`src/rtl/flap_pkg.sv`:
```
// Shared types and constants for the flappy-bird game sequencer.
package flap_pkg;

    typedef enum logic [1:0] {
        IDLE  = 2'd0,
        PLAY  = 2'd1,
        DYING = 2'd2,
        OVER  = 2'd3
    } game_state_t;

    localparam int unsigned       GROUND_Y_DEF   = 440;
    localparam int unsigned       SCORE_W        = 8;
    localparam logic [SCORE_W-1:0] SCORE_MAX     = '1;
    localparam logic [1:0]        FALL_ACCEL_MIN = 2'd1;
    localparam logic [1:0]        FALL_ACCEL_MAX = 2'd3;

    // 1 + min(score / step, 2), done with compares instead of a divider
    function automatic logic [1:0] accel_level(input logic [SCORE_W-1:0] s,
                                               input int unsigned        step);
        if (32'(s) >= 2 * step)
            return FALL_ACCEL_MAX;
        else if (32'(s) >= step)
            return FALL_ACCEL_MIN + 2'd1;
        else
            return FALL_ACCEL_MIN;
    endfunction

endpackage

```
`src/rtl/frame_tick_gen.sv`:
```
// Free-running frame divider: tick is high for one cycle every TICK_DIV clocks.
module frame_tick_gen #(
    parameter int unsigned TICK_DIV = 1666667
) (
    input  logic clk,
    input  logic rst,
    output logic tick
);

    localparam int unsigned   CW   = (TICK_DIV > 1) ? $clog2(TICK_DIV) : 1;
    localparam logic [CW-1:0] LAST = CW'(TICK_DIV - 1);

    logic [CW-1:0] count;

    always_ff @(posedge clk) begin
        if (!rst)
            count <= '0;
        else if (count == LAST)
            count <= '0;
        else
            count <= count + CW'(1);
    end

    assign tick = (count == LAST);

endmodule

```
`src/rtl/flap_game_ctrl.sv`:
```
// Game sequencer: frame strobes, jump requests, death detection, scoring and
// the IDLE/PLAY/DYING/OVER state machine.
module flap_game_ctrl
    import flap_pkg::*;
#(
    parameter int unsigned TICK_DIV   = 1666667,
    parameter int unsigned GROUND_Y   = GROUND_Y_DEF,
    parameter int unsigned ACCEL_STEP = 8,
    parameter int unsigned OVER_HOLD  = 60
) (
    input  logic               clk,
    input  logic               rst,
    input  logic               btn_flap,
    input  logic [9:0]         bird_y,
    input  logic               collision,
    input  logic               score_pulse,
    output logic               bird_en,
    output logic               bird_jump,
    output logic               play,
    output logic [1:0]         fall_accel,
    output logic               pipe_en,
    output logic [1:0]         game_state,
    output logic [SCORE_W-1:0] score,
    output logic [SCORE_W-1:0] hi_score,
    output logic               game_over
);

    localparam int unsigned   HW        = (OVER_HOLD > 0) ? $clog2(OVER_HOLD + 1) : 1;
    localparam logic [HW-1:0] HOLD_INIT = HW'(OVER_HOLD);

    game_state_t        state, state_nxt;
    logic               tick;
    logic               btn_q;
    logic               rise;
    logic               ground;
    logic               flap_pending, pending_nxt;
    logic [HW-1:0]      hold_cnt;
    logic [SCORE_W-1:0] score_nxt;

    frame_tick_gen #(
        .TICK_DIV(TICK_DIV)
    ) u_tick (
        .clk (clk),
        .rst (rst),
        .tick(tick)
    );

    assign rise       = btn_flap & ~btn_q;
    assign ground     = (32'(bird_y) >= GROUND_Y);
    assign game_state = state;

    always_comb begin
        state_nxt   = state;
        pending_nxt = flap_pending;
        score_nxt   = score;
        unique case (state)
            IDLE: begin
                if (rise) begin
                    state_nxt   = PLAY;
                    pending_nxt = 1'b1;
                    score_nxt   = '0;
                end
            end
            PLAY: begin
                // a rise on the consuming tick wins, so that flap is not lost
                if (tick)
                    pending_nxt = 1'b0;
                if (rise)
                    pending_nxt = 1'b1;
                if (collision || ground)
                    state_nxt = DYING;
                else if (score_pulse && score != SCORE_MAX)
                    score_nxt = score + SCORE_W'(1);
            end
            DYING: begin
                pending_nxt = 1'b0;
                if (ground)
                    state_nxt = OVER;
            end
            OVER: begin
                if (hold_cnt == '0 && rise)
                    state_nxt = IDLE;
            end
            default: state_nxt = IDLE;
        endcase
    end

    always_ff @(posedge clk) begin
        if (!rst) begin
            state        <= IDLE;
            btn_q        <= 1'b0;
            flap_pending <= 1'b0;
            hold_cnt     <= '0;
            score        <= '0;
            hi_score     <= '0;
            bird_en      <= 1'b0;
            bird_jump    <= 1'b0;
            pipe_en      <= 1'b0;
            play         <= 1'b0;
            game_over    <= 1'b0;
            fall_accel   <= FALL_ACCEL_MIN;
        end else begin
            state        <= state_nxt;
            btn_q        <= btn_flap;
            flap_pending <= pending_nxt;
            score        <= score_nxt;

            if (state == DYING && state_nxt == OVER) begin
                hold_cnt <= HOLD_INIT;
                if (score > hi_score)
                    hi_score <= score;
            end else if (state == OVER && tick && hold_cnt != '0) begin
                hold_cnt <= hold_cnt - HW'(1);
            end

            // strobes follow the current state; levels track the next state
            bird_en    <= tick && (state == PLAY || state == DYING);
            pipe_en    <= tick && (state == PLAY);
            bird_jump  <= tick && (state == PLAY) && flap_pending;
            play       <= (state_nxt == PLAY) || (state_nxt == DYING);
            game_over  <= (state_nxt == OVER);
            fall_accel <= accel_level(score_nxt, ACCEL_STEP);
        end
    end

endmodule

```
`config.mk`:
```
export PLATFORM = sky130hd
export DESIGN_NAME = flap_game_ctrl
export DESIGN_NICKNAME = d
export VERILOG_FILES = /design/src/rtl/flap_pkg.sv /design/src/rtl/frame_tick_gen.sv /design/src/rtl/flap_game_ctrl.sv
export SDC_FILE = /design/constraint.sdc
export NUM_CORES = 1
export LEC_CHECK = 0
export ABC_AREA = 1
export CORE_MARGIN = 10
export CORE_UTILIZATION = 23
export CTS_CLUSTER_DIAMETER = 200
export DETAILED_ROUTE_END_ITERATION = 10
export PLACE_DENSITY = 0.38
export REMOVE_ABC_BUFFERS = 1
export SKIP_LAST_GASP = 1
export SYNTH_ARGS = -nofsm -noshare
export SYNTH_HDL_FRONTEND = slang
export SYNTH_SLANG_ARGS = --single-unit
```
`constraint.sdc`:
```
create_clock -name clk -period 3.95 [get_ports clk]
set_input_delay 0.9875 -clock clk [delete_from_list [all_inputs] [get_ports clk]]
set_output_delay 0.9875 -clock clk [all_outputs]
set_load 0.01 [all_outputs]
```
Word level (Yosys, flattened, before mapping)
Cells that the tools add are included.

Add/sub/neg operators: 3. $lt $le $gt $ge: 4. Equal/unequal tests: 10. Mux-type cells: 17. Bitwise gates (word level): 3. Reductions and logical operators: 21.

Operators by type and width (count): two-way mux 8 bit (3); adder 21 x 1 -> 21 bit (second input constant) (1); equality test 21 bit (second input constant) (1); case mux 8 bit (2 select lines) (1); two-way mux 2 bit (6); two-way mux 6 bit (2); greater-or-equal comparator 10 x 9 -> 1 bit (second input constant) (1); adder 8 x 1 -> 8 bit (second input constant) (1); equality test 2 bit (second input constant) (4); greater-or-equal comparator 8 x 4 -> 1 bit (second input constant) (1); greater-or-equal comparator 8 x 5 -> 1 bit (second input constant) (1); greater-than comparator 8 bit (1); logical AND 1 bit (8); inequality test 8 bit (second input constant) (1); case mux 2 bit (4 select lines) (1); logical NOT 6 bit (1); nonzero test 6 bit (1); OR reduction 2 bit (3); subtractor 6 x 1 -> 6 bit (second input constant) (1); equality test 2 x 1 -> 1 bit (second input constant) (2); logical OR 1 bit (3); two-way mux 1 bit (3); inequality test 3 bit (second input constant) (1); case mux 1 bit (3 select lines) (1); 8 further kinds (9).

Bits in registers: 54. Bits of input ports: 15. Word-level logic and storage cells: 73.

Longest topological paths before layout
Word-level depth: 8. Depth in mapped cells: 18.

Modules after synthesis
From an unflattened synthesis, not the netlist that was laid out.

Cells, all modules: 440. Area total of the unflattened synthesis: 3054.2 sq um.

Modules (own cells, without submodules): flap_game_ctrl (instances 1, cells an instance 277, area each 1894.3 sq um); frame_tick_gen (instances 1, cells an instance 163, area each 1159.9 sq um).

Worst setup path after synthesis
OpenSTA, ideal clock, no wires.

Path kind: in2reg. Start: input bird_y[5]. End: register hi_score[5]. Library setup time: 0.116 ns. Arrival time: 2.598 ns. Required time: 3.834 ns. Slack: 1.236 ns. Stages: 16. Buffers on the path: 0. Cell sequence: nand3_1 > nand2_1 > nand2_1 > nand3_2 > nor2_1 > o31ai_1 > nand2_1 > ha_1 > nand2_1 > inv_1 > o31ai_1 > inv_1 > nand2_1 > inv_1 > nor2_1 > nor2_1.

Cells in the longest elaborated chain, start to end: 7.

RTL lines: from (decl) (line flap_game_ctrl.sv:14) `input logic [9:0] bird_y,`; greater-or-equal comparator 10 x 9 -> 1 bit * (line flap_game_ctrl.sv:49) `assign ground = (32'(bird_y) >= GROUND_Y);`; logical OR 1 bit (line flap_game_ctrl.sv:70) `if (collision || ground)`; two-way mux 2 bit (line flap_game_ctrl.sv:70); case mux 2 bit (4 select lines) * (line flap_game_ctrl.sv:56) `unique case (state)`; via state_nxt[0] (line flap_game_ctrl.sv:31) `game_state_t state, state_nxt;`; equality test 2 bit * (line flap_game_ctrl.sv:108) `if (state == DYING && state_nxt == OVER) begin`; logical AND 1 bit * (line flap_game_ctrl.sv:108); AND reduction 2 bit (no source line) *; to (signal assigned) (line flap_game_ctrl.sv:111) `hi_score <= score;`; to (decl) (line flap_game_ctrl.sv:24) `output logic [SCORE_W-1:0] hi_score,`.

Mark *: on every way through the listed nets, which the timed path passes. The rest lies on a longest branch. A chain may end at the register's enable or synchronous reset.

Final worst setup path
Start: input bird_y[5]. End: register hi_score[4].

The elaborated chain is that of the path after synthesis.

==> flow_summary.toml <==
[status]
status = "finished, final reports clean"

[route]
drt-initial-drc-count = 133
ant_nets = 0
route.detailed.drc = 0
route.vias.total = 2828
drtPass1Iterations = 4
vias_per_cell = 4.30
wl_per_cell_um = 12.4
drt-total-wl_um = 8140

[yosys]
synth-xor-area-share_pct = 0.866
synth.mux.area_fraction_pct = 0
synth-compound-area-share_pct = 12.3
synth_top_cell_by_area = "dfxtp_1"
synthTopCellsByCount = "nand2_1, inv_1, nor2_1, dfxtp_1"
netlist_area_um2 = 3030
yosys.area.top_type_share_pct = 35.6
ys_seq_area_share_pct = 35.6
synthCells = 444
synth_edf_count = 0
synthSimpleGateAreaFrac_pct = 34.2
synth_top_family_by_area = "simple AND/OR/NAND/NOR gates"
synth-adder-area-share_pct = 7.43
yosys_warnings = 0
yosysUniqueCellTypes = 34
yosysMostFrequentCell = "nand2_1"
ys.flop_type = "dfxtp_1"
syn_avg_cell_area_um2 = 6.83
yosys-top-cells-area = "dfxtp_1, nand2_1, inv_1, ha_1, nor2_1"
async_reset_ff_share_pct = 0
ys_ff_latch = 54

[setup_path]
rr_endpoint = "hi_score[4]"
rrSetupSlack_ps = 1170
worstRegToRegCells = 15
arrival_ps = 3460
reg2reg_from = "game_state[1]"
crit_slowest_cell = "clkdlybuf4s50_1"
cp_max_fo = 9
startpoint_type = "input pin"
cp.required_ps = 4190
cp_slowest_stage_delay_ps = 450
critPathLaunch = "bird_y[5]"
endpoint = "hi_score[4]"
worstSetupPathType = "in2reg"
cp-end-kind = "flop"
critPathMostFrequentCell = "nand2_1"
cp_cell_sequence = "clkdlybuf4s50_1, nand3_1, nand2_1, nand2_1, nand3_2, inv_1, o211ai_1, nand2_1, nand2_1, ha_1, nand2_1, inv_1, o31ai_1, inv_1, nand2_1, inv_1, nor2_1, nor2_1"

[die]
die_h_um = 135
die_area_um2 = 18200
rows = 41
pin_count = 40
die_x_um = 135
design.core.area_um2 = 12800
initial_utilization_pct = 23.7

[sta]
period_minus_slack_ps = 3230
rsz0062_at_grt = "no"
setup_tns_ps = 0
tightest_slew_ps = 623
finClkSkew_ps = 4.71
max_freq_mhz = 310
holdWs_ps = 472
hold_viol_final = 0
finalCritPeriodShare_pct = 81.7
max_slew_margin_pct = 58.5
maxSlewViolCount = 0
setup_viol = 0

[grt]
grt_use_total_pct = 9.26
grt_max_degree = 18
grt.overflow.total = 0
antenna_found_initial = 0
grt_pass1_vias = 2755
grt_pass1_wl_um = 13700

[clock_network]
cts_tree = "yes"
path_clk_slew_ps = 70
clockBufferDepth = 2
postCtsSetupBuffers = 0
h-tree-depth = 2
cts_buffers = 5
clock_sinks = 54
ctsResizeCount = 0
clock_latency_ps = 300
cts_hold_buf = 0
root_buffer = "clkbuf_16"

[hold_path]
hp-class = "reg2reg"

[flow_run]
maxCapViolations = 0

[pwr]
totalPowerFinal_mw = 1.46
power_density_nw_per_um2 = 385
p_leak_nw = 1.56
peakVddDrop_uv = 150

[final_layout]
drive_above_1_share_pct = 6.39
fin_nets = 517
antenna_cells = 0
syn_to_final_growth_pct = 25.3
utilization_pct = 29.7

[placement]
dpl.hpwl_um = 6280
gp_congestion = 0.805
io_buffer_count = 36
-- area by class of cell --
class | instances | area (µm²)
clock buffer | 6 | 139
clock inverter | 2 | 60.1
fill | 1428 | 8970
inverter | 71 | 267
multi-input combinational | 314 | 1660
sequential | 54 | 1080
tap | 172 | 215
timing repair buffer | 38 | 375
-- how the worst min path moves through the flow --
stage                     from               to  slack (ps)  cells after the start
6_report       u_tick.count[0]  u_tick.count[0]         470                      1
2_1_floorplan     flap_pending        bird_jump         420                      2
3_5_place_dp   u_tick.count[0]  u_tick.count[0]         460                      1
4_1_cts        u_tick.count[0]  u_tick.count[0]         470                      1
3_3_place_gp   u_tick.count[0]  u_tick.count[0]         450                      1
5_1_grt           flap_pending        bird_jump         500                      2
-- metrics by stage --
stage | setup WS (ps) | instances | cell area (µm²)
after floorplan | 1240 | 439 | 3010
after global placement | 368 | 649 | 3600
after detailed placement | 332 | 649 | 3600
after CTS | 647 | 657 | 3800
after global routing | 366 | 657 | 3800
final | 722 | 657 | 3800
-- layout by cell type (no fill, tap or decap), drive strengths merged --
master	count
o21bai	1
nor2	62
o31ai	2
nand3	29
a21oi	26
buf	2
o211a	1
nand3b	2
o21a	3
nand4	11
bufinv	2
nand2	102
o21ai	27
inv	70
clkbuf	6
xor2	3
dfxtp	54
o211ai	4
or2	1
clkinv	1
and3	1
ha	18
a211oi	1
clkdlybuf4s50	36
nor3	14
o22ai	1
nor4	4
a31oi	1
-- routing by layer --
metal / vias up / wire length (µm) / GRT usage [%]
li1: 1515 / - / -
met1: 1266 / 4100 / 11.9
met2: 40 / 3580 / 14.7
met3: 7 / 334 / 2.26
met4: 0 / 117 / 3.39
met5: - / 0 / 0
-- critical path: cells and delay by family --
kind            cells  cell delay [ps]
buf+inv             5             1040
fa+ha+maj           1              170
compound gates      2              270
simple gates       10              980
-- logic make-up (layout without fill, tap and decap cells) --
family / Yosys count / after routing
AOI/OAI and AO/OA: 67 / 67
buffers and inverters: 76 / 117
adders and majority gates: 18 / 18
and+or+nand+nor: 226 / 226
xor gates and xnor gates: 3 / 3
DFF: 54 / 54
-- registers in the layout, summed over array words and instances, names as in the netlist --
signal / flops
pipe_en: 1
bird_jump: 1
hold_cnt: 6
bird_en: 1
game_over: 1
play: 1
hi_score: 8
flap_pending: 1
btn_q: 1
game_state: 2
score: 8
u_tick.count: 21
fall_accel: 2
-- where the power goes --
group / internal (mW) / total (mW) / switching, mW
combinational: 0.110 / 0.278 / 0.168
clock: 0.381 / 0.592 / 0.211
sequential: 0.569 / 0.593 / 0.0238
total: 1.06 / 1.46 / 0.403
Note: power is estimated with default switching activity, not from simulation.
